--- src/rtl/addsub_pkg.sv ---
// rtl/addsub_pkg.sv - shared state encoding and default operand width
package addsub_pkg;

  localparam int ADDSUB_W = 4;

  typedef enum logic [1:0] {
    IDLE = 2'd0,
    EXEC = 2'd1,
    DONE = 2'd2
  } state_t;

endpackage

--- src/rtl/addsub_unit.sv ---
// rtl/addsub_unit.sv - combinational unsigned add / magnitude-subtract
module addsub_unit
  import addsub_pkg::*;
#(
  parameter int W = ADDSUB_W
) (
  input  logic [W-1:0] A,
  input  logic [W-1:0] B,
  input  logic         M,
  output logic [W:0]   S,
  output logic         sign
);

  logic [W:0] w_a;
  logic [W:0] w_b;

  assign w_a = {1'b0, A};
  assign w_b = {1'b0, B};

  // Subtract always yields a magnitude; sign records which operand was larger.
  always_comb begin
    S    = '0;
    sign = 1'b0;
    if (!M) begin
      S = w_a + w_b;
    end else if (A < B) begin
      S    = w_b - w_a;
      sign = 1'b1;
    end else begin
      S = w_a - w_b;
    end
  end

endmodule

--- src/rtl/addsub_arbiter.sv ---
// rtl/addsub_arbiter.sv - two-requester round-robin front end to one add/sub unit
module addsub_arbiter
  import addsub_pkg::*;
#(
  parameter int W = ADDSUB_W
) (
  input  logic         clk,
  input  logic         rst_n,
  input  logic         req0,
  input  logic         req1,
  input  logic [W-1:0] a0,
  input  logic [W-1:0] b0,
  input  logic [W-1:0] a1,
  input  logic [W-1:0] b1,
  input  logic         m0,
  input  logic         m1,
  output logic         ack0,
  output logic         ack1,
  output logic [W:0]   s,
  output logic         sign,
  output logic         busy,
  output logic         gnt_id
);

  state_t       r_state;
  state_t       w_next;
  logic         r_prio;
  logic         r_gnt_id;
  logic [W-1:0] r_a;
  logic [W-1:0] r_b;
  logic         r_m;
  logic [W:0]   r_s;
  logic         r_sign;

  logic         w_grant;
  logic         w_pick;
  logic [W:0]   w_s;
  logic         w_sign;

  addsub_unit #(.W(W)) u_unit (
    .A    (r_a),
    .B    (r_b),
    .M    (r_m),
    .S    (w_s),
    .sign (w_sign)
  );

  always_comb begin
    w_next  = r_state;
    w_grant = 1'b0;
    w_pick  = r_prio;
    ack0    = 1'b0;
    ack1    = 1'b0;
    case (r_state)
      IDLE: begin
        if (req0 || req1) begin
          w_grant = 1'b1;
          // Pointer only matters on contention; a lone requester always wins.
          w_pick  = (req0 && req1) ? r_prio : req1;
          w_next  = EXEC;
        end
      end
      EXEC: w_next = DONE;
      DONE: begin
        ack0   = ~r_gnt_id;
        ack1   = r_gnt_id;
        w_next = IDLE;
      end
      default: w_next = IDLE;
    endcase
  end

  always_ff @(posedge clk or negedge rst_n) begin
    if (!rst_n) begin
      r_state  <= IDLE;
      r_prio   <= 1'b0;
      r_gnt_id <= 1'b0;
      r_a      <= '0;
      r_b      <= '0;
      r_m      <= 1'b0;
      r_s      <= '0;
      r_sign   <= 1'b0;
    end else begin
      r_state <= w_next;
      if (w_grant) begin
        r_gnt_id <= w_pick;
        r_prio   <= ~w_pick;
        r_a      <= w_pick ? a1 : a0;
        r_b      <= w_pick ? b1 : b0;
        r_m      <= w_pick ? m1 : m0;
      end
      if (r_state == EXEC) begin
        r_s    <= w_s;
        r_sign <= w_sign;
      end
    end
  end

  assign s      = r_s;
  assign sign   = r_sign;
  assign busy   = (r_state != IDLE);
  assign gnt_id = r_gnt_id;

endmodule

--- config.mk ---
export PLATFORM = sky130hd
export DESIGN_NAME = addsub_arbiter
export DESIGN_NICKNAME = d
export VERILOG_FILES = /design/src/rtl/addsub_pkg.sv /design/src/rtl/addsub_unit.sv /design/src/rtl/addsub_arbiter.sv
export SDC_FILE = /design/constraint.sdc
export NUM_CORES = 1
export LEC_CHECK = 0
export BUFFER_PORTS_ARGS = -buffer_cell sky130_fd_sc_hd__buf_2
export CORE_MARGIN = 1.5
export CORE_UTILIZATION = 40
export CTS_CLUSTER_DIAMETER = 150
export CTS_CLUSTER_SIZE = 16
export DETAILED_ROUTE_END_ITERATION = 6
export GPL_ROUTABILITY_DRIVEN = 1
export PLACE_DENSITY = 0.67
export SLEW_MARGIN = 10
export SYNTH_ARGS = -nofsm -noshare
export SYNTH_HDL_FRONTEND = slang
export SYNTH_SLANG_ARGS = --single-unit
--- constraint.sdc ---
create_clock -name clk -period 2.1 [get_ports clk]
set_input_delay 0.21 -clock clk [delete_from_list [all_inputs] [get_ports clk]]
set_output_delay 0.21 -clock clk [all_outputs]
set_load 0.05 [all_outputs]
# After elaboration in Yosys (flattened, before gate mapping)
# Index checks and enable logic that the tools add are counted.
dict set report totals {
  ff_bits 19
  in_bits 22
  elab_cells 37
}
dict set report op_classes {
  n_addsub 3
  magnitude_cmp 1
  n_eq_ne 3
  n_mux 16
  bitwise_logic 2
  reduce_logical 4
}
# cell count
set ops {}
lappend ops {{$mux 1} 10}
lappend ops {{$mux 5} 2}
lappend ops {{$sub 4x4->5} 2}
lappend ops {{$mux 4} 2}
lappend ops {{$add 4x4->5} 1}
lappend ops {{$lt 4x4->1} 1}
lappend ops {{$pmux 2 s2} 1}
lappend ops {{$eq 2x1->1 const B} 1}
lappend ops {{$eq 2x2->1 const B} 1}
lappend ops {{$logic_not 2->1} 1}
lappend ops {{$mux 2} 1}
lappend ops {{$ne 2x2->1 const B} 1}
lappend ops {{$not 1->1} 2}
lappend ops {{$reduce_bool 2->1} 1}
lappend ops {{$logic_and 1x1->1} 1}
lappend ops {{$logic_or 1x1->1} 1}

# Logic depth before layout (Yosys ltp)
# Gate-level depths: netlist of run 1.
dict set report logic_depth {
  depth_word 5
  ltp_mapped 9
}

# Hierarchy
# A second synthesis of run 1 with hierarchy kept.
dict set report hier_totals {
  hier_cells 135
  area_unflattened_um2 1376.3
}
# mod instances cells_per_inst area_per_inst_um2 seq_area_each_um2
set modules_own_cells {}
lappend modules_own_cells {addsub_arbiter 1 70 845.8 475.5}
lappend modules_own_cells {addsub_unit 1 65 530.5 0.0}

# Least setup slack after synthesis of run 1
# OpenSTA, ideal clock, no wires.
dict set report synth_timing {
  path_kind {flip-flop to output port}
  from {register r_gnt_id (netlist: gnt_id)}
  to {output ack1}
  t_arrival_ps 1903
  slack_ps -13
  stages_incl_launch_ff 3
  path_buffers 0
  cell_sequence {dfrtp_1 > inv_1 > nor3b_1}
}
dict set report synth_between {
  elab_chain_cells 1
}
# item line
set synth_lines {}
lappend synth_lines {{start: declaration} addsub_arbiter.sv:28} ;# logic r_gnt_id;
lappend synth_lines {{start signal: assignment} addsub_arbiter.sv:86} ;# r_gnt_id <= w_pick;
lappend synth_lines {{$mux 1} addsub_arbiter.sv:54} ;# case (r_state)
lappend synth_lines {{end: declaration} addsub_arbiter.sv:18} ;# output logic ack1,
# Every way passes these cells.

# Final worst setup path of run 1
dict set report layout_timing {
  from {register r_b[0]}
  to {register r_s[4] (netlist: s[4])}
}
dict set report layout_between {
  elab_chain_cells 3
}
# item line
set layout_lines {}
lappend layout_lines {{start: declaration} addsub_arbiter.sv:30} ;# logic [W-1:0] r_b;
lappend layout_lines {{start signal: assignment} addsub_arbiter.sv:89} ;# r_b <= w_pick ? b1 : b0;
lappend layout_lines {{$sub 4x4->5, or another cell as far along} addsub_unit.sv:30} ;# S = w_a - w_b;
lappend layout_lines {{$mux 5} addsub_unit.sv:26} ;# end else if (A < B) begin
lappend layout_lines {{$mux 5 *} addsub_unit.sv:24} ;# if (!M) begin
lappend layout_lines {{end signal: assignment} addsub_arbiter.sv:93} ;# r_s <= w_s;
lappend layout_lines {{end: declaration} addsub_arbiter.sv:32} ;# logic [W:0] r_s;
# Every way passes the cells marked *; elsewhere a longest branch is shown, timed or not.
# A chain may end at the register's enable or synchronous reset.

==> results of run 1 <==
==> power by group through the flow <==
stage          logic (µW)  registers, µW  clock network (µW)
3_3_place_gp         1870            697                   0
4_1_cts              1910            709                 200
2_1_floorplan        1320            881                   0
3_5_place_dp         1900            717                   0
6_report             1900            705                 191
5_1_grt              2100            741                 216
==> cells in the final DEF, fill, tap and decap left out, types with 2 or more instances in the layout <==
cell,instances
a21oi_1,10
a222oi_1,9
buf_2,31
buf_4,3
clkbuf_4,3
dfrtp_1,19
fa_1,3
ha_1,13
inv_1,27
nand2_1,7
nand3_1,3
nand3b_1,2
nor2_1,9
nor3_1,2
nor3b_1,3
o21ai_0,5
o21bai_1,2
==> metrics by stage <==
step                area (µm²)  cells  util, %  total power [µW]  hold WS (ns)
floorplan                 1297    138        -              2204      -0.08559
global placement          1503    210    49.22              2564        0.1757
detailed placement        1503    210    49.22              2614        0.1827
CTS                       1539    215    50.41              2814        0.1035
global route              1539    215    50.41              3060        0.1161
finish                    1539    215    50.41              2792        0.1122
==> how the worst max path moves through the flow <==
stage                     slack [ns]  cells past startpoint    to    from
after floorplan                 0.11                      1  ack0  gnt_id
after global placement          0.28                      6  s[4]  r_b[1]
after detailed placement        0.23                      6  s[4]  r_b[1]
after CTS                       0.20                      9  s[4]  r_b[0]
after global routing            0.03                      9  s[4]  r_b[0]
final                           0.19                      9  s[4]  r_b[0]
==> critical path: cells and delay by family, from the launching register on <==
kind            cells  cell delay (ns)
fa+ha+maj           2             0.58
flops               1             0.44
compound gates      2             0.34
simple gates        2             0.19
mux                 1             0.16
buf+inv             2             0.13
==> cells by family (layout without fill, tap and decap cells) <==
group                    Yosys count  in the layout  synth area share [%]
flip-flops                        19             19                 36.79
XOR/XNOR                           1              1                0.6778
AND/OR/NAND/NOR                   32             32                 13.26
AO/OA/AOI/OAI                     34             34                 20.14
adder cells (fa/ha/maj)           16             16                 17.23
buffers and inverters             34             67                 10.26
multiplexers                       2              2                 1.646
==> synth_stat cells, types with 2 or more instances <==
library cell | count | area (µm²)
nor3b_1 | 4 | 30.03
o21bai_1 | 2 | 15.01
inv_1 | 27 | 101.4
a222oi_1 | 9 | 90.09
ha_1 | 13 | 162.7
a21oi_1 | 10 | 50.05
dfrtp_1 | 19 | 475.5
clkbuf_1 | 4 | 15.01
o21ai_0 | 5 | 25.02
nor2_1 | 9 | 33.78
fa_1 | 3 | 60.06
nand2_1 | 7 | 26.28
nand3_1 | 3 | 15.01
nand3b_1 | 2 | 15.01
nor3_1 | 2 | 10.01
==> state kept, by name, indices dropped and copies added, names as in the netlist <==
register / flops
r_m: 1
r_state: 2
r_b: 4
r_prio: 1
gnt_id: 1
s: 5
r_a: 4
sign: 1
==> cell type report <==
type	count	area, µm²
sequential	19	475.5
timing repair buffer	35	187.7
inverter	28	105.1
tap	44	55.05
fill	313	1514
multi-input combinational	85	689.4
clock buffer	4	26.28
==> routing by layer <==
layer / track usage (%) / wire, µm / share of wire, %
met5: 0 / 0 / 0
met3: 1.948 / 126 / 4.8
met2: 27.64 / 1245 / 48
met4: 5.714 / 31 / 1.2
met1: 20.49 / 1198 / 46
==> timing repair <==
item | CTS | global route
hold endpoints to repair | 19 | 0
resized for setup | 0 | 0
hold buffers | 1 | 0
==> impl_results.md, run 1 <==
* Seq/Total Area, Yosys at 36.79%
* CP endpoint kind: flip-flop
* Slowest-stage cell, CP: dfrtp_1
* Number of vias per cell at between 5 and 6
* CP startpoint kind: flip-flop
* Routed Antenna Nets at 0
* Flops & latches, synth at 19
* Share of layout cells above drive strength 1 at about 25%
* # setup viols final at 0
* Hold_sp: a0[2]
* Max-cap violation count at 0
* Die width at between 50 and 60 µm
* Fin crit share at 90.95%
* Hold Crit Class: in2reg
* R2R depth at 9
* Ys flop type: dfrtp_1
* Crit-path cells: inv_1 -> ha_1 -> inv_1 -> fa_1 -> a21o_1 -> a21oi_1 -> mux2_2 -> nand4b_1 -> nand3_1
* Fmax at 523.5 MHz
* Sw Pwr at 1438 µW
* Worst Path Required at 2.33 ns
* Yosys warning total at 0
* Outcome: completed
* Root Buffer: clkbuf_4
* Syn_nets at 176
* Drt pass-1 iters at 4
* Hold Vio Cnt, Final at 0
* Placer congestion estimate at 0.8691
* Mapped Area at 1292 µm²
* Clock Skew at 0.009246 ns
* # DRC at 0
* IO buf count at 31
* Height of the die at 59.85 µm
* P_int at 1354 µW
* # Post-CTS Setup Buffers at 0
* Final wirelength at 2.602 mm
* Share of synthesized registers carrying an async set or reset at 100.0%
* Sequential power share at 25.2%
* Average wire per standard cell at ~12 µm
* Clk slew on worst S/H paths at about 0.12 ns
* Largest net degree at the start of global routing at 20
* Max VDD drop at 615.9 µV
* Core area at 3053 µm²
* Power Density at 1814 nW/µm²
* RSZ-0062 raised after global routing: false
* GR Util All Layers at 16.04%
* Min-Delay Endpoint: r_a[2]
* Hold Path Stages at 3
* CTS HTree Levels at 1
* Clock share of power at 6.9%
* Worst reg2reg endpoint: s[4]
* Slew @ Worst Pin at 0.6356 ns
* Mapped Cells at 138
* Number of global-route vias before repair at 1022
* Std cell rows at 20
* Grt ovf at 0
* Rel. slew slack at approximately 58%
* DP HPWL at 2.084 mm
* Num CTS Buffers at 3
* Longest Clk Path Bufs at 2
* Sw frac at 51.49%
* Global-route wire length before repair at 4.347 mm
* Final setup margin at 0.1900 ns
* Worst skew pair latency at 0.30 ns
* Area Growth Syn to Fin at 19.07%
* Reg2reg setup slack at 0.19 ns
* Nets at 210
* CP dominant cell by count: inv_1
* Initial DRC count at 48
* Post-synth EDFFs at 0
* Worst flop-to-flop path startpoint: r_b[0]
* Setup tns final at 0 ns
* Crit Path Category: reg2reg
* Syn Area/Cell at 9.366 µm²
* Max Fanout on Critical Path at 4
* Antenna Cells at 0
* DR vias at 1089
* Arr. time, crit path at roughly 2.1 ns
* Pre-CTS WS at 0.2333 ns
* Initial Util at 42.34%
* Number of different library cells in the post-synthesis netlist at 34
* Initial antenna violation count at 0
* Worst path max stage delay at around 0.44 ns
* Min Tclk post-route at roughly 1.9 ns
* Combinational Power Share at 67.9%
* CTS sink cnt at 19
* Pleak at 0.0008048 µW
* Die ar. at roughly 3600 µm²
* Max Transition Viols Final at 0
* I/O pin cnt at 32
* CTS tree: yes
Note: power is estimated with default switching activity, not from simulation.
==> run 2, diff against run 1 <==
==> constraint.sdc (replaced) <==
create_clock -name clk -period 2.5 [get_ports clk]
set_input_delay 0.25 -clock clk [delete_from_list [all_inputs] [get_ports clk]]
set_output_delay 0.25 -clock clk [all_outputs]
set_load 0.05 [all_outputs]
==> impl_results.md, run 2 (synthesized netlist as in run 1, its figures left out) <==
* Global-route wire length before repair at 5.085 mm (+17%)
* I/O pin cnt at 32 (unchanged)
* Initial DRC count at 35 (-27%)
* Crit-path cells: inv_1 -> ha_1 -> nor2_1 -> a211oi_4 -> mux2_2 -> nand4b_1 -> nand3_1
* Num CTS Buffers at 3 (unchanged)
* Die width at 59.85 µm (unchanged)
* Antenna Cells at 0 (unchanged)
* CTS resizes at 0 (unchanged)
* Placer congestion estimate at 0.8894 (+2.3%)
* Average wire per standard cell at 13.68 µm (+13%)
* Largest net degree at the start of global routing at 20 (unchanged)
* Share of layout cells above drive strength 1 at 23.67% (-1.5 points)
* Post-cts hold buffer count at 1 (unchanged)
* Crit Path Category: reg2reg
* Power Density at 1552 nW/µm² (-14%)
* Rel. slew slack at 59.40% (+1.8 points)
* Worst Path Required at 2.70 ns (+0.37 ns)
* # DRC at 0 (unchanged)
* Core area at 3053 µm² (unchanged)
* CTS sink cnt at 19 (unchanged)
* Fin crit share at 85.41% (-5.5 points)
* Routed Antenna Nets at 0 (unchanged)
* Max Transition Viols Final at 0 (unchanged)
* Slew @ Worst Pin at 0.6079 ns (-0.02767 ns)
* Clock Skew at 0.01285 ns (+0.003603 ns)
* CTS tree: yes
* Outcome: completed
* Final wirelength at 2.914 mm (+12%)
* Max reg flops at 5 (unchanged)
* CP endpoint kind: flip-flop
* Number of vias per cell at 5.160 (+1.9%)
* Initial antenna violation count at 0 (unchanged)
* Fmax at 468.3 MHz (-11%)
* Worst flop-to-flop path startpoint: r_a[2]
* Grt ovf at 0 (unchanged)
* Number of global-route vias before repair at 1083 (+6.0%)
* Longest Clk Path Bufs at 2 (unchanged)
* Total power draw at 2358 µW (-16%)
* Hold Vio Cnt, Final at 0 (unchanged)
* Pleak at 0.0007930 µW (-1.5%)
* Worst path max stage delay at 0.47 ns (+0.03 ns)
* Area Growth Syn to Fin at 17.52%
* Reg2reg setup slack at 0.36 ns (+0.17 ns)
* Most common cell after layout, fill and taps aside: buf_2
* Std cell rows at 20 (unchanged)
* Nets at 208 (-0.95%)
* DR vias at 1099 (+0.92%)
* GR Util All Layers at 19.05% (+3.0 points)
* Max-cap violation count at 0 (unchanged)
* # setup viols final at 0 (unchanged)
* Max Fanout on Critical Path at 11 (+7)
* Root Buffer: clkbuf_4
* IO buf count at 31 (unchanged)
* Hold Crit Class: in2reg
* Critical path depth in cells at 7 (-2)
* Worst Setup SP: r_a[2]
* RSZ-0062 raised after global routing: false
* Min Tclk post-route at 2.135 ns (+0.2251 ns)
* Worst skew pair latency at 0.32 ns (+0.02 ns)
* Setup tns final at 0 ns (unchanged)
* Drt pass-1 iters at 5 (+1)
* Worst Setup EP: s[4]
* Slowest-stage cell, CP: ha_1
* Max VDD drop at 708.6 µV (+15%)
* Worst Path Buf+Inv at 1 (-1)
* CP startpoint kind: flip-flop
* R2R depth at 7 (-2)
* Clk slew on worst S/H paths at 0.12 ns (about the same)
* Die ar. at 3581 µm² (unchanged)
* Hold Path Stages at 3 (unchanged)
* DP HPWL at 2.308 mm (+11%)
* Arr. time, crit path at 2.33 ns (+0.19 ns)
* Height of the die at 59.85 µm (unchanged)
* CTS HTree Levels at 1 (unchanged)
* Worst reg2reg endpoint: s[4]
* Top delay family on crit path: adder cells
* # Post-CTS Setup Buffers at 0 (unchanged)
* Initial Util at 42.34% (unchanged)
* Most frequent cells in the layout: buf_2 (31), inv_1 (27), dfrtp_1 (19)
-- run 2: final cells by class --
class | instances | area, µm²
well taps | 44 | 55.05
fillers | 307 | 1534
clock buffers | 4 | 26.28
multi-input cells | 85 | 684.4
flip-flops and latches | 19 | 475.5
repair buffers | 33 | 172.7
inverters | 28 | 105.1
-- run 2: worst min path at each step --
| stage | start | endpoint | slack (ns) |
|---|---|---|---|
| 3_5_place_dp | rst_n | s[1] | 0.22 |
| 3_3_place_gp | rst_n | s[1] | 0.22 |
| 2_1_floorplan | rst_n | gnt_id | -0.05 |
| 6_report | a0[0] | r_a[0] | 0.14 |
| 5_1_grt | a0[3] | r_a[3] | 0.13 |
| 4_1_cts | a0[0] | r_a[0] | 0.14 |
-- run 2: metrics by stage --
stage	instance area, µm²	util, %	hold WS [ns]	setup WS, ns	instances
3_5_place_dp	1483	48.57	0.2242	0.3989	208
3_3_place_gp	1483	48.57	0.2193	0.5015	208
5_1_grt	1519	49.75	0.1341	0.2371	213
4_1_cts	1519	49.75	0.1420	0.3740	213
2_1_floorplan	1292	-	-0.04559	0.3474	138
6_report	1519	49.75	0.1380	0.3648	213
-- run 2: worst reg2reg max path: stages (launching register included) --
cell,delay (ns)
dfrtp_1,0.43
inv_1,0.09
ha_1,0.47
nor2_1,0.15
a211oi_4,0.33
mux2_2,0.38
nand4b_1,0.09
nand3_1,0.08
-- run 2: power breakdown --
group          total, µW  internal (µW)  leakage [µW]  switching [µW]
Clock                166           62.4     0.0000150             104
Combinational       1580            592      0.000544             992
Sequential           607            456      0.000234             150
Total               2360           1110      0.000793            1250
-- run 2: routing by layer --
layer / up-vias / routed length (µm) / GRT usage [%]
li1: 536 / - / -
met1: 511 / 1246 / 24.18
met2: 42 / 1407 / 31.52
met3: 10 / 179 / 3.030
met4: 0 / 80 / 8.889
met5: - / 0 / 0
